<file path="src/rtl/seg7_scan_driver.sv">
// Purpose: scans a double-buffered 4-digit BCD word onto a multiplexed 7-segment display.
// Latency: seg/an are registered, one cycle behind the refresh counter/digit index; frame_done is same-cycle.
// Backpressure: none; update is always accepted, the newest pending value wins at the next frame boundary.
// Optional feature: define SEG7_SCAN_BRIGHTNESS_EN to truncate the anode on-window by the brightness input.
module seg7_scan_driver #(
    parameter int REFRESH_DIV = 50000,
    parameter int DEAD_CYC    = 8,
    parameter bit ACTIVE_LOW  = 1
) (
    input  logic        clk,
    input  logic        resetn,
    input  logic        enable,
    input  logic [15:0] bcd_in,
    input  logic        update,
    input  logic        blank_lz,
    input  logic [1:0]  brightness,
    output logic [6:0]  seg,
    output logic        dp,
    output logic [3:0]  an,
    output logic        frame_done
);

    localparam int CNT_W = (REFRESH_DIV > 1) ? $clog2(REFRESH_DIV) : 1;
    localparam logic [CNT_W-1:0] CNT_LAST = CNT_W'(REFRESH_DIV - 1);
    localparam logic [CNT_W-1:0] CNT_DEAD = CNT_W'(DEAD_CYC);
    localparam int WIN_FULL = REFRESH_DIV - DEAD_CYC;

    logic [CNT_W-1:0] cnt_q, cnt_d;
    logic [1:0]       idx_q, idx_d;
    logic [15:0]      pend_q, pend_d;
    logic             pend_vld_q, pend_vld_d;
    logic [15:0]      act_q, act_d;
    logic [6:0]       seg_q, seg_d;
    logic [3:0]       an_q, an_d;

    logic             boundary;
    logic             in_window;
    logic [3:0]       digit;
    logic             lz_blank;

    // Segment patterns, active-high {g,f,e,d,c,b,a}; codes C..F render blank.
    function automatic logic [6:0] seg_decode(input logic [3:0] d);
        case (d)
            4'h0:    seg_decode = 7'h3F;
            4'h1:    seg_decode = 7'h06;
            4'h2:    seg_decode = 7'h5B;
            4'h3:    seg_decode = 7'h4F;
            4'h4:    seg_decode = 7'h66;
            4'h5:    seg_decode = 7'h6D;
            4'h6:    seg_decode = 7'h7D;
            4'h7:    seg_decode = 7'h07;
            4'h8:    seg_decode = 7'h7F;
            4'h9:    seg_decode = 7'h6F;
            4'hA:    seg_decode = 7'h40;
            4'hB:    seg_decode = 7'h79;
            default: seg_decode = 7'h00;
        endcase
    endfunction

    // Refresh counter and digit index advance only while scanning is enabled.
    always_comb begin
        cnt_d    = cnt_q;
        idx_d    = idx_q;
        boundary = 1'b0;
        if (enable) begin
            if (cnt_q == CNT_LAST) begin
                cnt_d    = '0;
                idx_d    = idx_q + 2'd1;
                boundary = (idx_q == 2'd3);
            end else begin
                cnt_d = cnt_q + CNT_W'(1);
            end
        end
    end

    // Double buffer: capture into pending at any time, promote to active only at a frame boundary.
    // An update on the boundary edge lands after the copy, so it shows one frame later.
    always_comb begin
        pend_d     = pend_q;
        pend_vld_d = pend_vld_q;
        act_d      = act_q;
        if (boundary && pend_vld_q) begin
            act_d      = pend_q;
            pend_vld_d = 1'b0;
        end
        if (update) begin
            pend_d     = bcd_in;
            pend_vld_d = 1'b1;
        end
    end

`ifdef SEG7_SCAN_BRIGHTNESS_EN
    logic [CNT_W:0] win_len;
    logic [CNT_W:0] win_end;

    // Anode window after dead time shrinks to (brightness+1)/4 of the remainder, at least one cycle.
    always_comb begin
        win_len = (CNT_W+1)'(((int'(brightness) + 1) * WIN_FULL) / 4);
        if (win_len == '0) begin
            win_len = (CNT_W+1)'(1);
        end
        win_end   = (CNT_W+1)'(DEAD_CYC) + win_len;
        in_window = (cnt_q >= CNT_DEAD) && ({1'b0, cnt_q} < win_end);
    end
`else
    logic unused_brightness;
    assign unused_brightness = ^brightness;

    // Anode window is the whole slot after the dead time.
    always_comb begin
        in_window = (cnt_q >= CNT_DEAD);
    end
`endif

    // Digit select, leading-zero blanking and next-cycle segment/anode values (active-high).
    always_comb begin
        digit = act_q[{idx_q, 2'b00} +: 4];
        case (idx_q)
            2'd3:    lz_blank = (act_q[15:12] == 4'h0);
            2'd2:    lz_blank = (act_q[15:8] == 8'h00);
            2'd1:    lz_blank = (act_q[15:4] == 12'h000);
            default: lz_blank = 1'b0;
        endcase
        lz_blank = lz_blank && blank_lz;
        seg_d    = (enable && !lz_blank) ? seg_decode(digit) : 7'h00;
        an_d     = (enable && in_window) ? (4'b0001 << idx_q) : 4'b0000;
    end

    // State and output registers; reset leaves everything dark and empty.
    always_ff @(posedge clk or negedge resetn) begin
        if (!resetn) begin
            cnt_q      <= '0;
            idx_q      <= 2'd0;
            pend_q     <= 16'h0000;
            pend_vld_q <= 1'b0;
            act_q      <= 16'h0000;
            seg_q      <= 7'h00;
            an_q       <= 4'h0;
        end else begin
            cnt_q      <= cnt_d;
            idx_q      <= idx_d;
            pend_q     <= pend_d;
            pend_vld_q <= pend_vld_d;
            act_q      <= act_d;
            seg_q      <= seg_d;
            an_q       <= an_d;
        end
    end

    // Polarity is applied only at the pins.
    assign seg        = ACTIVE_LOW ? ~seg_q : seg_q;
    assign an         = ACTIVE_LOW ? ~an_q : an_q;
    assign dp         = ACTIVE_LOW;
    assign frame_done = boundary;

endmodule

</file>
<file path="config.mk">
export PLATFORM = sky130hd
export DESIGN_NAME = seg7_scan_driver
export DESIGN_NICKNAME = d
export VERILOG_FILES = /design/src/rtl/seg7_scan_driver.sv
export SDC_FILE = /design/constraint.sdc
export NUM_CORES = 1
export LEC_CHECK = 0
export BUFFER_PORTS_ARGS = -buffer_cell sky130_fd_sc_hd__buf_2
export CORE_MARGIN = 3
export CORE_UTILIZATION = 25
export DETAILED_ROUTE_END_ITERATION = 8
export PLACE_DENSITY_LB_ADDON = 0.2
export SYNTH_ARGS = -nofsm -noshare
export SYNTH_HDL_FRONTEND = slang
export SYNTH_SLANG_ARGS = --single-unit
</file>
<file path="constraint.sdc">
create_clock -name clk -period 2.1 [get_ports clk]
set_input_delay 0.42 -clock clk [delete_from_list [all_inputs] [get_ports clk]]
set_output_delay 0.42 -clock clk [all_outputs]
set_load 0.1 [all_outputs]
</file>
==> results of run 1 <==
## power groups by stage
| stage | sequential (mW) | clock, mW | combinational, mW |
|---|---|---|---|
| 2_1_floorplan | 1.35 | 0 | 0.244 |
| 3_3_place_gp | 1.36 | 0 | 0.369 |
| 3_5_place_dp | 1.36 | 0 | 0.374 |
| 4_1_cts | 1.34 | 1.64 | 0.386 |
| 5_1_grt | 1.36 | 1.70 | 0.427 |
| 6_report | 1.34 | 1.60 | 0.384 |
## cells by family (layout without fill, tap and decap cells)
logic type | count (synthesis) | after routing | share of synthesized area (%)
buf+inv | 33 | 98 | 4.76
fa+ha+maj | 12 | 12 | 5.05
simple gates | 61 | 61 | 12.1
other cells | 1 | 1 | 0.126
flops | 62 | 62 | 52.2
compound gates | 27 | 27 | 5.64
xor+xnor | 12 | 12 | 3.54
mux | 40 | 40 | 16.6
## registers in the layout, indices dropped and copies added (netlist names)
signal,cells
act_q,16
cnt_q,16
pend_q,16
seg_q,7
an_q,4
idx_q,2
pend_vld_q,1
## path summary, 6_finish.rpt
| kind | from | to | slack (ps) | cells after the start |
|---|---|---|---|---|
| setup / recovery | cnt_q[10] | frame_done | -30 | 4 |
| hold / removal | resetn | cnt_q[2] | 100 | 2 |
| setup reg to reg | cnt_q[10] | act_q[8] | 10 | 7 |
| hold reg to reg | pend_q[15] | act_q[15] | 500 | 1 |
| max in group asynchronous | resetn | idx_q[0] | 1720 | 2 |
| min in group clk | bcd_in[8] | pend_q[8] | 320 | 2 |
## cells in the final DEF, fill, tap and decap left out, types with 8 or more instances in the layout
master | synthesis | final
nand2_1 | 8 | 8
nor2_1 | 14 | 14
xnor2_1 | 10 | 10
a21oi_1 | 11 | 11
clkbuf_16 | 0 | 9
dfrtp_1 | 62 | 59
ha_1 | 12 | 12
buf_4 | 1 | 23
inv_1 | 24 | 23
mux2_2 | 34 | 34
buf_2 | 5 | 31
## final cells by class
cell class,count,area share [%]
inverters,24,2.33
multi-input cells,153,34.2
clock buffers,9,5.82
clock inverters,7,2.52
repair buffers,58,10.3
well taps,143,4.63
flip-flops and latches,62,40.2
## worst max-delay path, cell delays in order (launching register included)
cell and delay (ps):
dfrtp_2 420, nor4_4 370, nand4_4 160, nor3_4 220
buf_12 210
## layer usage
layer	track usage (%)	vias to the layer above	wire [um]
met5	0	-	0
met4	5.16	0	158
met3	3.37	11	229
met2	14.4	34	2550
met1	14.1	988	2970
li1	-	986	-
## repair_timing
action | 4_1_cts | 5_1_grt
gates resized for setup | 4 | 5
endpoints found under the setup margin | 1 | 20
pin swaps | 4 | 3
setup buffers | 8 | 3
## metrics by stage
stage	setup slack [ps]	hold slack (ps)	std cells	setup TNS [ps]	power, mW
final	-27.8	97.8	456	-27.8	3.32
after global routing	-107	131	456	-1130	3.49
after CTS	-113	111	453	-113	3.37
after detailed placement	26.9	468	429	0	1.73
after global placement	37.3	465	429	0	1.73
after floorplan	-68.8	124	248	-68.8	1.59
==> results.md, run 1 <==
- Sequential share of the synthesized area: 52.2%
- Final setup viols: 1
- Worst-path clk slew: 60 ps
- Clock insertion delay at the later pin of the skew report: 330 ps
- Top cells by area, synth: dfrtp_1, mux2_2, ha_1
- Routability cong.: 0.771
- Core outline area: 11500 um^2
- Pin count of the biggest net entering global routing: 63
- Worst EP arrival: 1710 ps
- Reg area: 1560 um^2
- Avg Inst Size Synth: 12.0 um^2
- Sw Ratio: 25.7%
- Share of synthesized registers carrying an async set or reset: 100%
- Total Wirelength: 5910 um
- Synth cell types: 41
- Cell area after layout: 3870 um^2
- Nets: 343
- Chip height: 115 um
- Fillers: 1168
- Grt ovf: 0
- Top cell type's share of synthesized area: 52.2%
- Post-Syn Area: 2970 um^2
- Clock Path Buffers: 2
- Setup crit end kind: output port
- Global Route Usage Sum: 10.3%
- Power per standard cell area: 859 nW/um^2
- Dominant synthesized flop cell: dfrtp_1
- Failing checks: setup timing
- Final hold vios: 0
- Setup slack after layout: -27.8 ps
- Net Count, Synth: 283
- Skew final: 4.04 ps
- Largest area contributor in the synthesized netlist: dfrtp_1
- Vias: 2019
- Syn-to-layout area delta: 30.1%
- Crit path max fanout: 2
- Die area: 13200 um^2
- Clock power share: 48.1%
- Worst Hold Class: in2async
- Final min period: 2130 ps
- Final core occ: 33.6%
- Comb pwr share: 11.5%
- Tcrit/Tclk final: 101%
- Placed instance area: 3430 um^2
- Internal power: 2.47 mW
- Num ports: 36
- DP HPWL: 4120 um
- 1st-iter DRT viols: 95
- Per-cell routed wire length: 13.0 um
- CP required: 1680 ps
- DRT Pass-1 Iters: 4
- Post-route ant nets: 0
- Starting Density: 25.8%
- DRC: 0
- Num CTS Buffers: 9
- Port Buffers: 32
- Maxcap violations: 0
- Area of the multi-input gates: 1320 um^2
- H-tree depth: 3
- Switching power: 0.853 mW
- Layout cells sized above 1: 40.6%
- Die width: 115 um
- Post-CTS Hold Buffers: 0
- Seq pwr share: 40.3%
- Via density: 4.43
- Vias in the first global route: 2087
- FF+latch count, synth: 62
- Worst ir drop on vdd: 284 uV
- Row Count: 39
- Unrepaired setup endpoints after global routing: yes
- CTS Root Cell: clkbuf_16
- Synthesis Warnings: 0
- Count leader, synth: dfrtp_1
- First-pass GRT wire length: 10500 um
- Static Leak: 1.75 nW
- Max Slew Vio Count: 0
- Clock Sinks: 62
- Post-synth EDFFs: 0
- TritonCTS clock tree: yes
- Kind of critical path: reg2out
- CP Launch Type: register
- Max Clock Freq: 0.470 GHz
- Status: finished with violations
- Post-Syn Instances: 248
- Initial antenna violation count: 0
- # diodes: 0
- Synth cell count leaders: dfrtp_1, mux2_2, inv_1, nor2_1, ha_1
Note: power is estimated with default switching activity, not from simulation.
==> run 2: changes to the inputs <==
ABC_AREA = 1   (was default)
==> run 2 against run 1 <==
  * The run now ends clean
  * Via count grew 30%
  * Cell count rose by 40%
  * Flip-flop and latch count did not move
  * Critical path type unchanged
  * Highest routed layer unchanged
==> results.md, run 2 <==
- Worst reg-to-reg path cell count: 9 (was 7)
- Port Buffers: 32 (unchanged)
- Top cell type's share of synthesized area: 47.5% (was 52.2%)
- CP Launch Type: register (unchanged)
- R2R Setup Slk: 360 ps (was 10 ps)
- Per-cell routed wire length: 11.4 um (was 13.0 um)
- Starting Density: 25.7% (was 25.8%)
- Largest area contributor in the synthesized netlist: dfrtp_1 (unchanged)
- Fillers: 1413 (was 1168)
- Syn-to-layout area delta: 22.2% (was 30.1%)
- Pin count of the biggest net entering global routing: 63 (unchanged)
- Post-CTS Hold Buffers: 0 (unchanged)
- Clock Path Buffers: 2 (unchanged)
- Count leader, synth: nand2_1 (was dfrtp_1)
- Share of synthesized registers carrying an async set or reset: 100% (unchanged)
- Worst ir drop on vdd: 325 uV (was 284 uV)
- Kind of critical path: reg2out (unchanged)
- Post-synth EDFFs: 0 (unchanged)
- Num CTS Buffers: 9 (unchanged)
- Vias: 2634 (was 2019)
- Max Clock Freq: 0.494 GHz (was 0.470 GHz)
- CP required: 1680 ps (about the same)
- Nets: 499 (was 343)
- Chip height: 120 um (was 115 um)
- DP Cell Count: 625 (was 429)
- FF+latch count, synth: 62 (unchanged)
- DP HPWL: 5280 um (was 4120 um)
- Max Slew Vio Count: 0 (unchanged)
- Worst-path clk slew: 50 ps (was 60 ps)
- Internal power: 2.51 mW (was 2.47 mW)
- Slew @ Worst Pin: 499 ps
- Status: finished clean (was finished with violations)
- Via density: 4.12 (was 4.43)
- Post-layout instance count excluding filler cells: 640 (was 456)
- Reg2reg end: seg_q[3] (was act_q[8])
- Synth cell count leaders: nand2_1, dfrtp_1, nand3_1, inv_1, nor2_1 (was dfrtp_1, mux2_2, inv_1, nor2_1, ha_1)
- Num ports: 36 (unchanged)
- Sw Ratio: 28.2% (was 25.7%)
- Post-Syn Area: 3270 um^2 (was 2970 um^2)
- TritonCTS clock tree: yes (unchanged)
- Clock power share: 46.0% (was 48.1%)
- Tcrit/Tclk final: 96.3% (was 101%)
- Die width: 120 um (was 115 um)
- Synth cell types: 29 (was 41)
- Seq pwr share: 41.2% (was 40.3%)
- Global Route Usage Sum: 11.0% (was 10.3%)
- Setup crit end kind: output port (unchanged)
- 1st-iter DRT viols: 105 (was 95)
- DRT Pass-1 Iters: 4 (unchanged)
- Post-route ant nets: 0 (unchanged)
- H-tree depth: 3 (unchanged)
- Sequential share of the synthesized area: 47.5% (was 52.2%)
- Total Wirelength: 7270 um (was 5910 um)
- Dominant synthesized flop cell: dfrtp_1 (unchanged)
- Core outline area: 12700 um^2 (was 11500 um^2)
- Clock Sinks: 62 (unchanged)
- Crit path max fanout: 6 (was 2)
- Top Registers: act_q: 16 flops, cnt_q: 16 flops, pend_q: 16 flops (unchanged)
- Most frequent cells in the layout: nand2_1, dfrtp_1, nand3_1 (was dfrtp_1, mux2_2, buf_2)
- Final core occ: 31.4% (was 33.6%)
- Cell area after layout: 4000 um^2 (was 3870 um^2)
- Synthesis Warnings: 0 (unchanged)
- Final hold vios: 0 (unchanged)
- Worst EP arrival: 1600 ps (was 1710 ps)
- Final min period: 2020 ps (was 2130 ps)
- Routability cong.: 0.824 (was 0.771)
- # diodes: 0 (unchanged)
- Net Count, Synth: 461 (was 283)
- Most common cell after layout, fill and taps aside: nand2_1 (was dfrtp_1)
- R2r startpoint: idx_q[0] (was cnt_q[10])
- Top cells by area, synth: dfrtp_1, nand2_1, nand3_1 (was dfrtp_1, mux2_2, ha_1)
- Static Leak: 2.09 nW (was 1.75 nW)
- Skew final: 5.95 ps (was 4.04 ps)
- Hold slack: 72.8 ps (was 97.8 ps)
- Worst slew margin: 66.5%
- Maxcap violations: 0 (unchanged)
- Switching power: 0.986 mW (was 0.853 mW)
- CTS Root Cell: clkbuf_16 (unchanged)
- Worst Hold Class: in2async (unchanged)
- Power, Total: 3.50 mW (was 3.32 mW)
- DRC: 0 (unchanged)
- Final setup viols: 0 (was 1)
- Comb pwr share: 12.8% (was 11.5%)
- Clock insertion delay at the later pin of the skew report: 330 ps (about the same)
- Placed instance area: 3660 um^2 (was 3430 um^2)
- Post-Syn Instances: 426 (was 248)
- Layout cells sized above 1: 15.0% (was 40.6%)
- Initial antenna violation count: 0 (unchanged)
- Power per standard cell area: 876 nW/um^2 (was 859 nW/um^2)
- Die area: 14500 um^2 (was 13200 um^2)
- First-pass GRT wire length: 12800 um (was 10500 um)
- Avg Inst Size Synth: 7.67 um^2 (was 12.0 um^2)
- Row Count: 41 (was 39)
- Grt ovf: 0 (unchanged)
- Vias in the first global route: 2602 (was 2087)
-- run 2: final cells by class --
type,instances,area (um^2),area share [%]
multi-input combinational,302,1470,36.9
timing repair buffer,39,240,6.01
clock buffer,10,239,5.98
clock inverter,5,82.6,2.07
sequential,62,1550,38.9
tap,172,215,5.39
inverter,50,190,4.76
-- run 2: how the worst max path moves through the flow --
stage | endpoint | startpoint | slack [ps]
after floorplan | frame_done | cnt_q[0] | 410
after global placement | seg_q[5] | idx_q[0] | 280
after detailed placement | seg_q[5] | idx_q[0] | 240
after CTS | frame_done | cnt_q[1] | 20
after global routing | frame_done | cnt_q[4] | -20
final | frame_done | cnt_q[4] | 80
-- run 2: layer usage --
metal	wire, um	track usage (%)
met1	3820	15.6
met2	3040	16.2
met3	266	2.06
met4	144	5.52
met5	0	0
-- run 2: what timing repair did --
action,in CTS,in global routing
gates cloned,0,0
setup buffers,0,0
resized for setup,1,4
setup endpoints to repair,1,1
-- run 2: logic make-up after synthesis --
group,after synthesis,synth area share [%]
buffers and inverters,62,7.92
xor gates and xnor gates,4,1.07
AOI/OAI and AO/OA,16,2.60
adders and majority gates,12,4.59
DFF,62,47.5
and+or+nand+nor,269,36.2
other,1,0.115
-- run 2: stage by stage --
step / TNS, ps / worst slack, ps
finish: 0 / 76.8
global placement: 0 / 285
CTS: 0 / 17.0
global route: -15.2 / -15.2
detailed placement: 0 / 236
floorplan: 0 / 415
-- run 2: power by group through the flow --
stage	Sequential, mW	Combinational, mW	Clock [mW]
finish	1.44	0.447	1.61
floorplan	1.42	0.334	0
global route	1.46	0.524	1.71
detailed placement	1.45	0.446	0
CTS	1.43	0.447	1.66
global placement	1.45	0.438	0
-- run 2: critical path, cell delays in order (launching register included) --
cell,delay [ps]
dfrtp_1,450
nor2_2,180
nand2_2,90
nor2_4,120
nand3_4,100
nor2_8,140
buf_12,190
==> run 3: changes to the inputs <==
MAX_ROUTING_LAYER = met4   (was default)
==> run 3 against run 2 <==
  * Maximum frequency about the same
  * Highest routed layer unchanged
  * Critical path type unchanged
  * Die area did not move
  * Sequential power is essentially flat
  * Cell count stayed put
  * Total power is essentially flat
  * Via count about the same
==> results.md, run 3 (synthesis gave the netlist of run 2 again) <==
- Worst slew margin: 66.3% (was 66.5%)
- Layout cells sized above 1: 15.0% (unchanged)
- Reg area: 1550 um^2 (unchanged)
- Top Registers: act_q: 16 flops, cnt_q: 16 flops, pend_q: 16 flops (unchanged)
- # Post-CTS Setup Buffers: 0 (unchanged)
- Routability cong.: 0.837 (was 0.824)
- Die width: 120 um (unchanged)
- Worst ir drop on vdd: 326 uV (was 325 uV)
- Total Wirelength: 7280 um (was 7270 um)
- Row Count: 41 (unchanged)
- Per-cell routed wire length: 11.4 um (about the same)
- Max Slew Vio Count: 0 (unchanged)
- Chip height: 120 um (unchanged)
- Most common cell after layout, fill and taps aside: nand2_1 (unchanged)
- Clock insertion delay at the later pin of the skew report: 330 ps (about the same)
- CP required: 1680 ps (about the same)
- TritonCTS clock tree: yes (unchanged)
- Vias: 2632 (was 2634)
- First-pass GRT wire length: 12800 um (unchanged)
- Slew @ Worst Pin: 502 ps (was 499 ps)
- Status: finished clean (unchanged)
- Post-layout instance count excluding filler cells: 640 (unchanged)
- Port Buffers: 32 (unchanged)
- Final setup viols: 0 (unchanged)
- Setup crit end kind: output port (unchanged)
- Nets: 499 (unchanged)
- Power, Total: 3.50 mW (about the same)
- Grt ovf: 0 (unchanged)
- Crit-path slowest cell: dfrtp_1 (unchanged)
- Vias in the first global route: 2598 (was 2602)
- DRC: 0 (unchanged)
- Placed instance area: 3660 um^2 (unchanged)
- Die area: 14500 um^2 (unchanged)
- Cell area after layout: 4000 um^2 (unchanged)
- H-tree depth: 3 (unchanged)
- # diodes: 0 (unchanged)
- DRT Pass-1 Iters: 4 (unchanged)
- Static Leak: 2.09 nW (unchanged)
- Syn-to-layout area delta: 22.2% (unchanged)
- Num CTS Buffers: 9 (unchanged)
- 1st-iter DRT viols: 109 (was 105)
- Worst path cell trace: nor2_2 > nand2_2 > nor2_4 > nand3_4 > nor2_8 > buf_12 (unchanged)
- Worst Hold Class: in2async (unchanged)
- Top delay family on crit path: simple AND/OR/NAND/NOR gates (unchanged)
- Final min period: 2020 ps (about the same)
- CP bufs+invs: 1 (unchanged)
- DP Cell Count: 625 (unchanged)
- Via density: 4.11 (was 4.12)
- Power per standard cell area: 876 nW/um^2 (about the same)
- Area of the multi-input gates: 1470 um^2 (unchanged)
- Fillers: 1413 (unchanged)
- Starting Density: 25.7% (unchanged)
- Core outline area: 12700 um^2 (unchanged)
- DP HPWL: 5280 um (unchanged)
- Skew final: 6.10 ps (was 5.95 ps)
- Final hold vios: 0 (unchanged)
- CP Launch Type: register (unchanged)
- Kind of critical path: reg2out (unchanged)
- Clock Sinks: 62 (unchanged)
- CP peak stage delay: 450 ps (about the same)
- Post-route ant nets: 0 (unchanged)
- Worst EP arrival: 1600 ps (about the same)
- Crit path max fanout: 6 (unchanged)
- Global Route Usage Sum: 11.4% (was 11.0%)
- Pin count of the biggest net entering global routing: 63 (unchanged)
- Tcrit/Tclk final: 96.4% (was 96.3%)
- Post-CTS Hold Buffers: 0 (unchanged)
- Maxcap violations: 0 (unchanged)
- CTS Root Cell: clkbuf_16 (unchanged)
- Max Clock Freq: 0.494 GHz (about the same)
- Initial antenna violation count: 0 (unchanged)
- PostCTS Resize Cnt: 1 (unchanged)
- Clock Path Buffers: 2 (unchanged)
- Worst-path clk slew: 50 ps (about the same)
- Most frequent cells in the layout: nand2_1, dfrtp_1, nand3_1 (unchanged)
- Num ports: 36 (unchanged)
-- run 3: cell counts in the layout (fill, tap and decap cells not counted) --
Identical to the previous run, type by type.
-- run 3: where the power goes --
part / internal (mW) / switching, mW / total, mW
combinational: 0.143 / 0.304 / 0.447
clock: 1.07 / 0.544 / 1.61
sequential: 1.30 / 0.139 / 1.44
-- run 3: worst register-to-register path, delay by kind of cell (launching register included) --
family	cells	cell delay, ps
buf+inv	1	160
simple gates	7	670
fa+ha+maj	1	350
flops	1	490
-- run 3: metal layers --
| metal | GRT usage, % | vias up | part of all wire (%) |
|---|---|---|---|
| li1 | - | 1390 | - |
| met1 | 15.6 | 1181 | 53 |
| met2 | 16.2 | 49 | 41 |
| met3 | 2.10 | 12 | 3.6 |
| met4 | 5.52 | 0 | 2.2 |
| met5 | - | - | 0 |
-- run 3: worst paths after layout --
path	slack (ps)	cells past startpoint	to	startpoint
max in group asynchronous	1710	2	idx_q[1]	resetn
setup / recovery	80	6	frame_done	cnt_q[4]
setup reg to reg	360	9	seg_q[3]	idx_q[0]
min in group clk	280	3	pend_q[11]	bcd_in[11]
hold reg to reg	470	2	pend_q[6]	pend_q[6]
hold / removal	70	2	cnt_q[10]	resetn
-- run 3: area by class of cell --
type                    instances  share of cell area (%)
flip-flops and latches         62                    38.9
multi-input cells             302                    36.9
repair buffers                 39                    6.01
well taps                     172                    5.39
clock inverters                 5                    2.07
inverters                      50                    4.76
clock buffers                  10                    5.98
-- run 3: through the flow --
step                      setup WS, ps  setup TNS (ps)  hold WS [ps]  util, %
after global routing             -16.9           -16.9           131     31.4
after global placement             285               0           459     28.7
final                             76.0               0          73.6     31.4
after CTS                         17.0               0           105     31.3
after detailed placement           236               0           463     28.7
after floorplan                    415               0           124        -
